<file path="config.mk">
export PLATFORM = sky130hd
export DESIGN_NAME = pipeline_layered_compositor
export DESIGN_NICKNAME = d
export VERILOG_FILES = /design/src/rtl/pipeline_layered_compositor.sv
export SDC_FILE = /design/constraint.sdc
export NUM_CORES = 1
export LEC_CHECK = 0
export ABC_AREA = 1
export CAP_MARGIN = 40
export CORE_MARGIN = 4
export CORE_UTILIZATION = 60
export CTS_CLUSTER_DIAMETER = 120
export DETAILED_ROUTE_END_ITERATION = 16
export PLACE_DENSITY = 0.82
export SKIP_LAST_GASP = 1
export SYNTH_ARGS = -nofsm -noshare
export SYNTH_HDL_FRONTEND = slang
export SYNTH_SLANG_ARGS = --single-unit
</file>
<file path="constraint.sdc">
create_clock -name clk -period 9.4 [get_ports clk]
set_clock_uncertainty 0.2 [all_clocks]
set_input_delay 1.88 -clock clk [delete_from_list [all_inputs] [get_ports clk]]
set_output_delay 1.88 -clock clk [all_outputs]
set_load 0.1 [all_outputs]
</file>
<file path="src/rtl/pipeline_layered_compositor.sv">
// Layered compositor: background plus NUM_LAYERS foreground layers, one registered blend stage per layer.
// Define PIPELINE_FRAME_LATCH_EN to latch per-layer mode/opacity only at frame start.
module pipeline_layered_compositor #(
    parameter int R_WIDTH                        = 5,
    parameter int G_WIDTH                        = 6,
    parameter int B_WIDTH                        = 5,
    parameter logic [R_WIDTH-1:0] RED_PASS       = 5'b00100,
    parameter logic [G_WIDTH-1:0] GREEN_PASS     = 6'b101100,
    parameter logic [B_WIDTH-1:0] BLUE_PASS      = 5'b01100,
    parameter int PRECISION                      = 11,
    parameter int FETCH_DELAY                    = 3,
    parameter int NUM_LAYERS                     = 2,
    parameter int TRANSPARENCY_PRECISION         = 3
) (
    input  logic                                                  clk,
    input  logic                                                  rst,
    input  logic [PRECISION-1:0]                                  pixel_x,
    input  logic [PRECISION-1:0]                                  pixel_y,
    input  logic                                                  pixel_valid,
    input  logic [R_WIDTH+G_WIDTH+B_WIDTH-1:0]                    bg_pixel_in,
    input  logic [NUM_LAYERS*(R_WIDTH+G_WIDTH+B_WIDTH)-1:0]       fg_pixel_in,
    input  logic [NUM_LAYERS-1:0]                                 fg_pixel_skip,
    input  logic [2*NUM_LAYERS-1:0]                               ctrl_layer_mode,
    input  logic [(TRANSPARENCY_PRECISION+1)*NUM_LAYERS-1:0]      ctrl_layer_opacity,
    output logic [R_WIDTH+G_WIDTH+B_WIDTH-1:0]                    pixel_out,
    output logic [PRECISION-1:0]                                  pixel_x_out,
    output logic [PRECISION-1:0]                                  pixel_y_out,
    output logic                                                  pixel_valid_out
);

    localparam int PIXEL_SIZE = R_WIDTH + G_WIDTH + B_WIDTH;
    localparam int T          = TRANSPARENCY_PRECISION;
    localparam int OPW        = T + 1;
    localparam int RW         = R_WIDTH + T + 1;
    localparam int GW         = G_WIDTH + T + 1;
    localparam int BW         = B_WIDTH + T + 1;
    localparam logic [PIXEL_SIZE-1:0] KEY         = {RED_PASS, GREEN_PASS, BLUE_PASS};
    localparam logic [OPW-1:0]        OPACITY_ONE = OPW'(1 << T);

    // Per-channel (fg*op + acc*(2^T - op)) >> T; sums are wide enough that nothing overflows.
    function automatic logic [PIXEL_SIZE-1:0] blend_pixel(
        input logic [PIXEL_SIZE-1:0] fg,
        input logic [PIXEL_SIZE-1:0] acc,
        input logic [OPW-1:0]        op
    );
        logic [OPW-1:0]     inv;
        logic [RW-1:0]      r_sum;
        logic [GW-1:0]      g_sum;
        logic [BW-1:0]      b_sum;
        logic [R_WIDTH-1:0] r_res;
        logic [G_WIDTH-1:0] g_res;
        logic [B_WIDTH-1:0] b_res;
        inv   = OPACITY_ONE - op;
        r_sum = RW'(fg[PIXEL_SIZE-1 -: R_WIDTH]) * RW'(op)
              + RW'(acc[PIXEL_SIZE-1 -: R_WIDTH]) * RW'(inv);
        g_sum = GW'(fg[B_WIDTH +: G_WIDTH]) * GW'(op)
              + GW'(acc[B_WIDTH +: G_WIDTH]) * GW'(inv);
        b_sum = BW'(fg[0 +: B_WIDTH]) * BW'(op)
              + BW'(acc[0 +: B_WIDTH]) * BW'(inv);
        r_res = R_WIDTH'(r_sum >> T);
        g_res = G_WIDTH'(g_sum >> T);
        b_res = B_WIDTH'(b_sum >> T);
        return {r_res, g_res, b_res};
    endfunction

    logic [PIXEL_SIZE-1:0]     bg_dly [FETCH_DELAY];
    logic [PRECISION-1:0]      x_dly  [FETCH_DELAY];
    logic [PRECISION-1:0]      y_dly  [FETCH_DELAY];
    logic [FETCH_DELAY-1:0]    valid_dly;

    logic [2*NUM_LAYERS-1:0]   mode_eff;
    logic [OPW*NUM_LAYERS-1:0] op_eff;

    logic [PIXEL_SIZE-1:0]     stage_pix   [NUM_LAYERS];
    logic [PRECISION-1:0]      stage_x     [NUM_LAYERS];
    logic [PRECISION-1:0]      stage_y     [NUM_LAYERS];
    logic [NUM_LAYERS-1:0]     stage_valid;

    // Background and coordinates wait here until layer 0's fetch catches up.
    always_ff @(posedge clk or posedge rst) begin
        if (rst) begin
            for (int i = 0; i < FETCH_DELAY; i++) begin
                bg_dly[i] <= '0;
                x_dly[i]  <= '0;
                y_dly[i]  <= '0;
            end
            valid_dly <= '0;
        end else begin
            bg_dly[0]    <= bg_pixel_in;
            x_dly[0]     <= pixel_x;
            y_dly[0]     <= pixel_y;
            valid_dly[0] <= pixel_valid;
            for (int i = 1; i < FETCH_DELAY; i++) begin
                bg_dly[i]    <= bg_dly[i-1];
                x_dly[i]     <= x_dly[i-1];
                y_dly[i]     <= y_dly[i-1];
                valid_dly[i] <= valid_dly[i-1];
            end
        end
    end

`ifdef PIPELINE_FRAME_LATCH_EN
    logic                      frame_start;
    logic [2*NUM_LAYERS-1:0]   mode_shadow;
    logic [OPW*NUM_LAYERS-1:0] op_shadow;

    assign frame_start = pixel_valid && (pixel_x == '0) && (pixel_y == '0);

    // Controls are sampled once per frame so every stage switches together.
    always_ff @(posedge clk or posedge rst) begin
        if (rst) begin
            mode_shadow <= '0;
            op_shadow   <= '0;
        end else if (frame_start) begin
            mode_shadow <= ctrl_layer_mode;
            op_shadow   <= ctrl_layer_opacity;
        end
    end

    assign mode_eff = mode_shadow;
    assign op_eff   = op_shadow;
`else
    assign mode_eff = ctrl_layer_mode;
    assign op_eff   = ctrl_layer_opacity;
`endif

    for (genvar k = 0; k < NUM_LAYERS; k++) begin : g_stage
        logic [PIXEL_SIZE-1:0] fg_k;
        logic                  skip_k;
        logic [PIXEL_SIZE-1:0] acc_k;
        logic [PRECISION-1:0]  x_k;
        logic [PRECISION-1:0]  y_k;
        logic                  valid_k;
        logic [1:0]            mode_k;
        logic [OPW-1:0]        op_raw;
        logic [OPW-1:0]        op_k;
        logic                  keyed;
        logic [PIXEL_SIZE-1:0] blend_res;
        logic [PIXEL_SIZE-1:0] result;
        logic [PIXEL_SIZE-1:0] pix_q;
        logic [PRECISION-1:0]  x_q;
        logic [PRECISION-1:0]  y_q;
        logic                  valid_q;

        if (k == 0) begin : g_first
            assign fg_k    = fg_pixel_in[0 +: PIXEL_SIZE];
            assign skip_k  = fg_pixel_skip[0];
            assign acc_k   = bg_dly[FETCH_DELAY-1];
            assign x_k     = x_dly[FETCH_DELAY-1];
            assign y_k     = y_dly[FETCH_DELAY-1];
            assign valid_k = valid_dly[FETCH_DELAY-1];
        end else begin : g_next
            logic [PIXEL_SIZE-1:0] fg_dly [k];
            logic [k-1:0]          skip_dly;

            // Layer k arrives with layer 0, so it is held k cycles to meet its stage.
            always_ff @(posedge clk or posedge rst) begin
                if (rst) begin
                    for (int i = 0; i < k; i++) begin
                        fg_dly[i] <= '0;
                    end
                    skip_dly <= '0;
                end else begin
                    fg_dly[0]   <= fg_pixel_in[k*PIXEL_SIZE +: PIXEL_SIZE];
                    skip_dly[0] <= fg_pixel_skip[k];
                    for (int i = 1; i < k; i++) begin
                        fg_dly[i]   <= fg_dly[i-1];
                        skip_dly[i] <= skip_dly[i-1];
                    end
                end
            end

            assign fg_k    = fg_dly[k-1];
            assign skip_k  = skip_dly[k-1];
            assign acc_k   = stage_pix[k-1];
            assign x_k     = stage_x[k-1];
            assign y_k     = stage_y[k-1];
            assign valid_k = stage_valid[k-1];
        end

        assign mode_k = mode_eff[2*k +: 2];
        assign op_raw = op_eff[k*OPW +: OPW];

        always_comb begin
            op_k      = (op_raw > OPACITY_ONE) ? OPACITY_ONE : op_raw;
            keyed     = (fg_k == KEY);
            blend_res = blend_pixel(fg_k, acc_k, op_k);
            result    = acc_k;
            if (!skip_k) begin
                case (mode_k)
                    2'd1:    result = keyed ? acc_k : fg_k;
                    2'd2:    result = blend_res;
                    2'd3:    result = keyed ? acc_k : blend_res;
                    default: result = acc_k;
                endcase
            end
        end

        // Blanking slots carry all zeros so downstream never sees stale data.
        always_ff @(posedge clk or posedge rst) begin
            if (rst) begin
                pix_q   <= '0;
                x_q     <= '0;
                y_q     <= '0;
                valid_q <= 1'b0;
            end else if (valid_k) begin
                pix_q   <= result;
                x_q     <= x_k;
                y_q     <= y_k;
                valid_q <= 1'b1;
            end else begin
                pix_q   <= '0;
                x_q     <= '0;
                y_q     <= '0;
                valid_q <= 1'b0;
            end
        end

        assign stage_pix[k]   = pix_q;
        assign stage_x[k]     = x_q;
        assign stage_y[k]     = y_q;
        assign stage_valid[k] = valid_q;
    end

    assign pixel_out       = stage_pix[NUM_LAYERS-1];
    assign pixel_x_out     = stage_x[NUM_LAYERS-1];
    assign pixel_y_out     = stage_y[NUM_LAYERS-1];
    assign pixel_valid_out = stage_valid[NUM_LAYERS-1];

endmodule

</file>
### Word-level counts from Yosys, hierarchy flattened

Index checks and enable logic that the tools add are counted.
W data, S select, Z words.

* output and inout bits: 39
* word-level logic and storage cells: 68
* register bits: 212
* input port bits: 87

* multipliers: 12
* mux-type cells: 18
* eq/ne operators: 8
* magnitude comparators: 2
* add/sub/neg operators: 8

Operator list (number)
* $mux W16: 8
* $pmux W16 S3: 2
* $mul A5 B4 Y8: 8
* $mux W11: 4
* $mul A6 B4 Y9: 4
* $add A8 B8 Y8: 4
* $eq A16 B14 Y1 const B: 2
* $add A9 B9 Y9: 2
* $eq A2 B2 Y1 const B: 4
* $gt A4 B4 Y1 const B: 2
* $mux W4: 2
* $sub A4 B4 Y4 const A: 2
* $eq A2 B1 Y1 const B: 2
* $mux W1: 2

### Longest topological paths before layout

Gate-level depths: netlist (run 1).

* depth after elaboration: 9
* depth in mapped cells: 30
* mapped depth without buffers: 28

### Least setup slack after synthesis (run 1)

No wires, ideal clock.

* path type: input to register
* start point: input port ctrl_layer_opacity[6]
* end point: register g_stage[1].pix_q[4] (netlist: pixel_out[4])
* stages: 28
* slack: 2380 ps
* data required time: 9123 ps
* setup time: 77 ps
* data arrival time: 6742 ps
* path buffers: 3
* cell sequence: inv_1 > nand2_2 > a21boi_4 > inv_1 > clkbuf_1 > ha_1 > clkbuf_1 > clkbuf_1 > nand2_1 > fa_1 > fa_1 > inv_1 > fa_1 > inv_1 > fa_1 > inv_1 > ha_1 > nand2_1 > nand2_1 > inv_1 > o21a_1 > nand2_1 > inv_1 > nand3_1 > nand3_1 > nand2_1 > inv_1 > a21oi_1

* word-level cells in the longest chain between the ends: 9
* elaborated cells between the ends (all ways): 10
* those cells by class: add/sub: 2; mul: 2; order compare: 1; mux: 5

RTL lines
* from (decl): RTL line 24 `input logic [(TRANSPARENCY_PRECISION+1)*NUM_LAYERS-1:0] ctrl_layer_opacity,`
* $gt A4 B4 Y1: RTL line 185 `op_k = (op_raw > OPACITY_ONE) ? OPACITY_ONE : op_raw;`
* $mux W4 *: RTL line 185
* $sub A4 B4 Y4: RTL line 53 `inv = OPACITY_ONE - op;`
* $mul A5 B4 Y8: RTL line 59 `+ BW'(acc[0 +: B_WIDTH]) * BW'(inv);`
* $add A8 B8 Y8 *: RTL line 59
* $mux W16: RTL line 193 `2'd3: result = keyed ? acc_k : blend_res;`
* $pmux W16 S3 *: RTL line 190 `case (mode_k)`
* $mux W16 *: RTL line 189 `if (!skip_k) begin`
* $mux W16 *: RTL line 206 `end else if (valid_k) begin`
* to (signal assigned): RTL line 207 `pix_q <= result;`
* to (decl): RTL line 140 `logic [PIXEL_SIZE-1:0] pix_q;`

Every way passes the cells marked *; elsewhere a longest branch is shown, timed or not.

### Worst setup path after layout (run 1)

* start point: input port ctrl_layer_opacity[3]
* end point: register g_stage[0].pix_q[8]

* word-level cells in the longest chain between the ends: 9
* elaborated cells between the ends (all ways): 10
* those cells by class: add/sub: 2; mul: 2; order compare: 1; mux: 5

RTL lines
* $gt A4 B4 Y1: RTL line 185
* $mux W4 *: RTL line 185
* $sub A4 B4 Y4: RTL line 53
* $mul A6 B4 Y9: RTL line 57 `+ GW'(acc[B_WIDTH +: G_WIDTH]) * GW'(inv);`
* $add A9 B9 Y9 *: RTL line 57
* $mux W16: RTL line 193
* $pmux W16 S3 *: RTL line 190
* $mux W16 *: RTL line 189
* $mux W16 *: RTL line 206
* to (signal assigned): RTL line 207
* to (decl): RTL line 140

Marks and branches as above.

==> results of run 1 <==
==> worst paths after layout <==
kind / endpoint / slack, ns / cells past startpoint
max: g_stage[0].pix_q[8] / 1.64 / 23
min: g_stage[0].x_k[2] / 0.14 / 0
max reg2reg: g_stage[0].pix_q[8] / 4.86 / 17
min reg2reg: g_stage[0].x_k[2] / 0.14 / 0
max in group asynchronous: pixel_out[3] / 6.02 / 4
min in group asynchronous: g_stage[0].y_q[10] / 1.77 / 2
==> kinds of logic after synthesis <==
| kind of cell | Yosys count |
|---|---|
| AND/OR/NAND/NOR | 673 |
| adder cells (fa/ha/maj) | 238 |
| AO/OA/AOI/OAI | 131 |
| XOR/XNOR | 26 |
| buffers and inverters | 494 |
| flip-flops | 212 |
==> per-layer routing <==
metal	vias up	wire [microns]	part of all wire	global-route usage
met5	-	0	0	0
met1	5863	14100	0.36	0.352
met3	137	3010	0.077	0.0402
met2	587	20300	0.52	0.526
met4	0	1620	0.042	0.0994
li1	5588	-	-	-
==> critical path, delay by kind of cell <==
kind,cells,cell delay (ns)
AOI/OAI and AO/OA,3,0.40
adders and majority gates,6,2.73
buffers and inverters,6,1.15
and+or+nand+nor,7,1.59
xor gates and xnor gates,1,0.22
==> metrics by stage <==
stage                     area (sq um)  setup slack, ns  hold slack (ns)  power (W)   util
final                            18000             1.64            0.142    0.00295  0.735
after global routing             18000             1.32            0.149    0.00315  0.735
after CTS                        18000             1.74            0.141    0.00296  0.735
after detailed placement         17300             1.25            0.135    0.00213  0.706
after global placement           16600             1.33            0.132    0.00204  0.678
after floorplan                  15000             1.53            0.131    0.00179      -
==> registers in the layout (all words and copies together), names as in the netlist, 3 cells and up <==
name / count
bg_dly: 32
g_stage.acc_k: 16
g_stage.fg_k: 16
g_stage.pix_q: 16
g_stage.x_k: 11
g_stage.x_q: 11
g_stage.y_k: 11
g_stage.y_q: 11
pixel_out: 16
pixel_x_out: 11
pixel_y_out: 11
valid_dly: 3
x_dly: 22
y_dly: 22
==> cells in the final DEF, fill, tap and decap left out, drive strengths merged <==
master and n:
nor3 4, and2 1, clkdlybuf4s50 125, o221ai 3
ha 94, nand4 24, buf 50, o21bai 1
inv 460, nor2 208, o211ai 8, clkinv 10
clkbuf 27, a21oi 52, fa 144, xnor2 14
nor4 2, o31ai 1, a21o 3, o22ai 2
dfrtp 212, nand3b 2, a31oi 3, nand2 355
xor2 12, or2 2, nand3 75, clkinvlp 2
o21a 2, a21boi 2, o21ai 54
==> layout make-up <==
cell class / count / area [sq um] / area share
multi-input cells: 1068 / 7810 / 0.434
repair buffers: 175 / 2030 / 0.113
flip-flops and latches: 212 / 5310 / 0.295
clock buffers: 27 / 589 / 0.0328
well taps: 324 / 405 / 0.0226
clock inverters: 12 / 104 / 0.00578
inverters: 460 / 1730 / 0.0965
==> where the power goes <==
group / switching, W / total (W) / internal (W)
Sequential: 0.0000373 / 0.00100 / 0.000966
Clock: 0.000360 / 0.000814 / 0.000455
Combinational: 0.000701 / 0.00113 / 0.000432
==> synth_stat cells, types with 3 or more instances <==
cell type / number / area share
nand2_4: 3 / 0.0023
nand4_1: 24 / 0.010
nand3_2: 4 / 0.0027
nor2_4: 3 / 0.0023
nand2_2: 4 / 0.0017
a21oi_1: 52 / 0.017
ha_1: 94 / 0.078
a31oi_1: 3 / 0.0013
nor3_1: 3 / 0.0010
buf_1: 4 / 0.0010
nand2_1: 348 / 0.087
inv_1: 451 / 0.11
dfrtp_1: 212 / 0.35
fa_1: 144 / 0.19
buf_2: 6 / 0.0020
xnor2_1: 13 / 0.0076
nand3_1: 71 / 0.024
nor2_1: 204 / 0.051
o221ai_1: 3 / 0.0018
o21ai_0: 53 / 0.018
a21o_1: 3 / 0.0015
clkbuf_1: 21 / 0.0053
o211ai_1: 8 / 0.0040
inv_2: 7 / 0.0018
xor2_1: 12 / 0.0070
==> results.json, run 1 <==
{
  "status": "completed",
  "synth_fp_nets": 2099,
  "synth-simple-area-share": 0.186,
  "fill_cells": 1751,
  "post_cts_resized": 0,
  "die_h_microns": 166,
  "root_buffer": "clkbuf_16",
  "synthCells": 1774,
  "path_cells": "clkdlybuf4s50_1 -> buf_4 -> inv_2 -> nand2_2 -> ha_1 -> or2_2 -> nand2_1 -> inv_1 -> nand2_1 -> fa_1 -> fa_1 -> fa_1 -> fa_1 -> inv_1 -> fa_1 -> nand3_1 -> nand2_1 -> xnor2_1 -> nand2_1 -> o21ai_0 -> o21ai_0 -> o21ai_0 -> inv_1",
  "p_per_area_nw_per_um2": 164,
  "initial_utilization": 0.613,
  "synth_seq_cells": 212,
  "fin_crit_sh": 0.826,
  "hold_viol_final": 0,
  "r2r-start": "g_stage[0].acc_k[10]",
  "maxSlewHeadroom": 0.409,
  "finalNetCount": 2264,
  "path_common_cell": "fa_1",
  "tightestPinTransition_ns": 0.884,
  "power.ir.vdd_worst_mv": 0.179,
  "slew_violations": 0,
  "synth_compound_area_frac": 0.0485,
  "cp.arrival_ns": 7.97,
  "min_period_ns": 7.76,
  "clock_sinks": 212,
  "crit_path_max_fanout": 27,
  "fmax_mhz": 129,
  "final_layout_size_suffix_gt1_frac": 0.0583,
  "syn_area_per_cell_sq_um": 8.45,
  "gp_congestion": 0.962,
  "boundaryPins": 126,
  "vias": 12200,
  "ys_seq_area_frac": 0.354,
  "clk_pin_slew_ns": 0.06,
  "crit_path_max_incr_delay_ns": 0.51,
  "setup_violations": 0,
  "clk_latency_ns": 0.52,
  "syn2layout_area_growth_pct": 19.9,
  "dr.pass1.iters": 6,
  "finalNonFillerCells": 2278,
  "viasPerCell": 5.34,
  "synth_edf_count": 0,
  "worstSetupPathType": "input pin to flip-flop",
  "muxShareOfSynthArea": 0,
  "leakage_nw": 9.80,
  "grt_setup_unrepaired": "false",
  "htreeDepth": 1,
  "cp_slowest_cell": "fa_1",
  "die_area_sq_um": 27600,
  "antenna_cells": 0,
  "drt-total-wl_microns": 39000,
  "min_path_type": "flip-flop to flip-flop",
  "totalNegativeSetupSlack_ns": 0,
  "first_global_vias": 12800,
  "coreArea_sq_um": 24500,
  "overflow": 0,
  "start_kind": "input pin",
  "end_kind": "flip-flop",
  "crit_required_ns": 9.61,
  "syn_area_sq_um": 15000,
  "hold_buffers": 0,
  "cts_tree": "yes",
  "grt_antenna_before_repair": 0,
  "maxCapViolCount": 0,
  "ant_nets": 0,
  "crit_start": "ctrl_layer_opacity[3]",
  "grt_use_total": 0.288,
  "drt-initial-drc-count": 1063,
  "die_w_microns": 166,
  "postCtsSetupBuffers": 0,
  "synth.distinct_cells": 42,
  "yosys.area_share.xor_xnor": 0.0157,
  "synth_top_family_by_area": "adder cells",
  "cts_made_buffers": 22,
  "dp_cells": 2239,
  "dpl.hpwl_microns": 30000,
  "drc": 0,
  "synth_flop_cell": "dfrtp_1",
  "yosysWarningCount": 0,
  "rows": 57,
  "wl_per_cell_microns": 17.1,
  "synthAdderAreaFrac": 0.271,
  "worstHoldStart": "x_dly[13]",
  "clockBufferDepth": 3,
  "grt_pass1_wl_microns": 64200,
  "async_flop_share": 1.00,
  "io_buffers": 125,
  "grt_max_degree": 135
}
Note: power is estimated with default switching activity, not from simulation.
==> run 2, diff against run 1 <==
==> constraint.sdc (replaced) <==
create_clock -name clk -period 8 [get_ports clk]
set_clock_uncertainty 0.2 [all_clocks]
set_input_delay 1.6 -clock clk [delete_from_list [all_inputs] [get_ports clk]]
set_output_delay 1.6 -clock clk [all_outputs]
set_load 0.1 [all_outputs]
==> run 2 against run 1 <==
Compared with the run above: core utilization up 0.78 points; critical path depth up 5; global-route usage down 0.29 points; critical path type unchanged; critical endpoint is now pixel_out[4]; highest routed layer unchanged.
==> results.json, run 2 (synthesis gave the netlist of run 1 again) <==
{
  "coreArea_sq_um": 24500,
  "hold_buffers": 0,
  "io_buffers": 125,
  "tightestPinTransition_ns": 0.867,
  "first_global_vias": 12800,
  "clockBufferDepth": 3,
  "end_kind": "flip-flop",
  "grt_max_degree": 107,
  "clk_latency_ns": 0.53,
  "finalNetCount": 2270,
  "grt_pass1_wl_microns": 63800,
  "wl_per_cell_microns": 16.9,
  "leakage_nw": 9.90,
  "hold_viol_final": 0,
  "final_layout_size_suffix_gt1_frac": 0.0622,
  "crit_path_max_fanout": 18,
  "worstHoldStart": "y_dly[16]",
  "die_h_microns": 166,
  "status": "completed",
  "grt_setup_unrepaired": "false",
  "hold_end": "g_stage[0].y_k[5]",
  "maxSlewHeadroom": 0.420,
  "viasPerCell": 5.33,
  "vias": 12200,
  "power.ir.vdd_worst_mv": 0.203,
  "grt_use_total": 0.285,
  "clk_pin_slew_ns": 0.06,
  "fin_crit_sh": 0.846,
  "crit_required_ns": 8.25,
  "final_cell_mix": "inv_1 (450), nand2_1 (348), dfrtp_1 (212), nor2_1 (204), fa_1 (144)",
  "root_buffer": "clkbuf_16",
  "reg.largest.list": "bg_dly x32, x_dly x22, y_dly x22",
  "fmax_mhz": 148,
  "post_cts_resized": 0,
  "cp.arrival_ns": 7.02,
  "setup_violations": 0,
  "cts_made_buffers": 23,
  "drc": 0,
  "maxCapViolCount": 0,
  "p_per_area_nw_per_um2": 200,
  "largest-register": "bg_dly",
  "boundaryPins": 126,
  "gp_congestion": 0.962,
  "r2r-start": "g_stage[1].fg_k[2]",
  "drt-total-wl_microns": 38600,
  "r2r_slack_ns": 3.47,
  "drt-initial-drc-count": 1160,
  "fill_cells": 1732,
  "initial_utilization": 0.613,
  "dr.pass1.iters": 6,
  "min_path_type": "flip-flop to flip-flop",
  "die_area_sq_um": 27600,
  "start_kind": "input pin",
  "hold-path-cell-count": 0,
  "die_w_microns": 166,
  "slew_violations": 0,
  "layout_commonest_cell": "inv_1",
  "syn2layout_area_growth_pct": 21.2,
  "min_period_ns": 6.77,
  "overflow": 0,
  "timing.hold.ws_ns": 0.147,
  "worstSetupPathType": "input pin to flip-flop",
  "htreeDepth": 1,
  "grt_antenna_before_repair": 1,
  "r2r-end": "pixel_out[4]",
  "largest_reg_flops": 32,
  "dpl.hpwl_microns": 30100,
  "rows": 57,
  "clock_sinks": 212,
  "cts_tree": "yes",
  "reg2regPathDepth": 22,
  "totalNegativeSetupSlack_ns": 0,
  "postCtsSetupBuffers": 0,
  "ant_nets": 0
}
==> run 2: worst max-delay path by stage <==
stage,startpoint,end,cells after the start
after floorplan,rst,bg_dly[16],1
after global placement,ctrl_layer_opacity[7],pixel_out[4],28
after detailed placement,ctrl_layer_opacity[7],pixel_out[4],28
after CTS,ctrl_layer_opacity[7],pixel_out[4],28
after global routing,ctrl_layer_opacity[7],pixel_out[4],28
final,ctrl_layer_opacity[7],pixel_out[4],28
==> run 2: where the power goes <==
part / internal, W / switching [W]
combinational: 0.000514 / 0.000825
sequential: 0.00114 / 0.0000444
clock: 0.000676 / 0.000442
total: 0.00232 / 0.00131
==> run 2: routing by layer <==
layer,routed length [microns],vias up,GRT usage
li1,-,5594,-
met1,13800,5908,0.348
met2,20300,572,0.520
met3,3060,111,0.0424
met4,1460,0,0.0979
met5,0,-,0
==> run 2: area by class of cell <==
class	count	area (sq um)	area share
antenna	1	2.50	0.000138
clock buffer	26	597	0.0329
sequential	212	5310	0.292
clock inverter	15	214	0.0118
multi-input combinational	1068	7810	0.430
timing repair buffer	180	2100	0.115
inverter	460	1730	0.0955
tap	324	405	0.0223
==> run 2: per-stage QoR <==
step / cells / setup WS [ns] / util / cell area (sq um) / total power (W)
2_1_floorplan: 1774 / 0.406 / - / 15000 / 0.00211
3_3_place_gp: 2203 / 0.853 / 0.679 / 16600 / 0.00239
3_5_place_dp: 2244 / 0.745 / 0.709 / 17400 / 0.00251
4_1_cts: 2285 / 1.25 / 0.742 / 18200 / 0.00364
5_1_grt: 2286 / 0.906 / 0.743 / 18200 / 0.00387
6_report: 2286 / 1.23 / 0.743 / 18200 / 0.00364
==> run 2: worst max-delay path, stage by stage <==
cell and delay, ns:
clkdlybuf4s50_1 0.64, buf_4 0.33, nor2_1 0.14, inv_2 0.16
or2_2 0.31, nand2_1 0.07, buf_4 0.20, nor2_1 0.08
fa_1 0.50, inv_1 0.05, fa_1 0.47, inv_1 0.05
fa_1 0.52, inv_1 0.05, fa_1 0.53, inv_1 0.04
ha_1 0.35, nand2_1 0.07, nand2_1 0.05, inv_1 0.06
o21a_1 0.16, nand2_1 0.11, inv_1 0.06, nand3_1 0.06
nand3_1 0.06, nand2_1 0.09, inv_1 0.04, a21oi_1 0.14
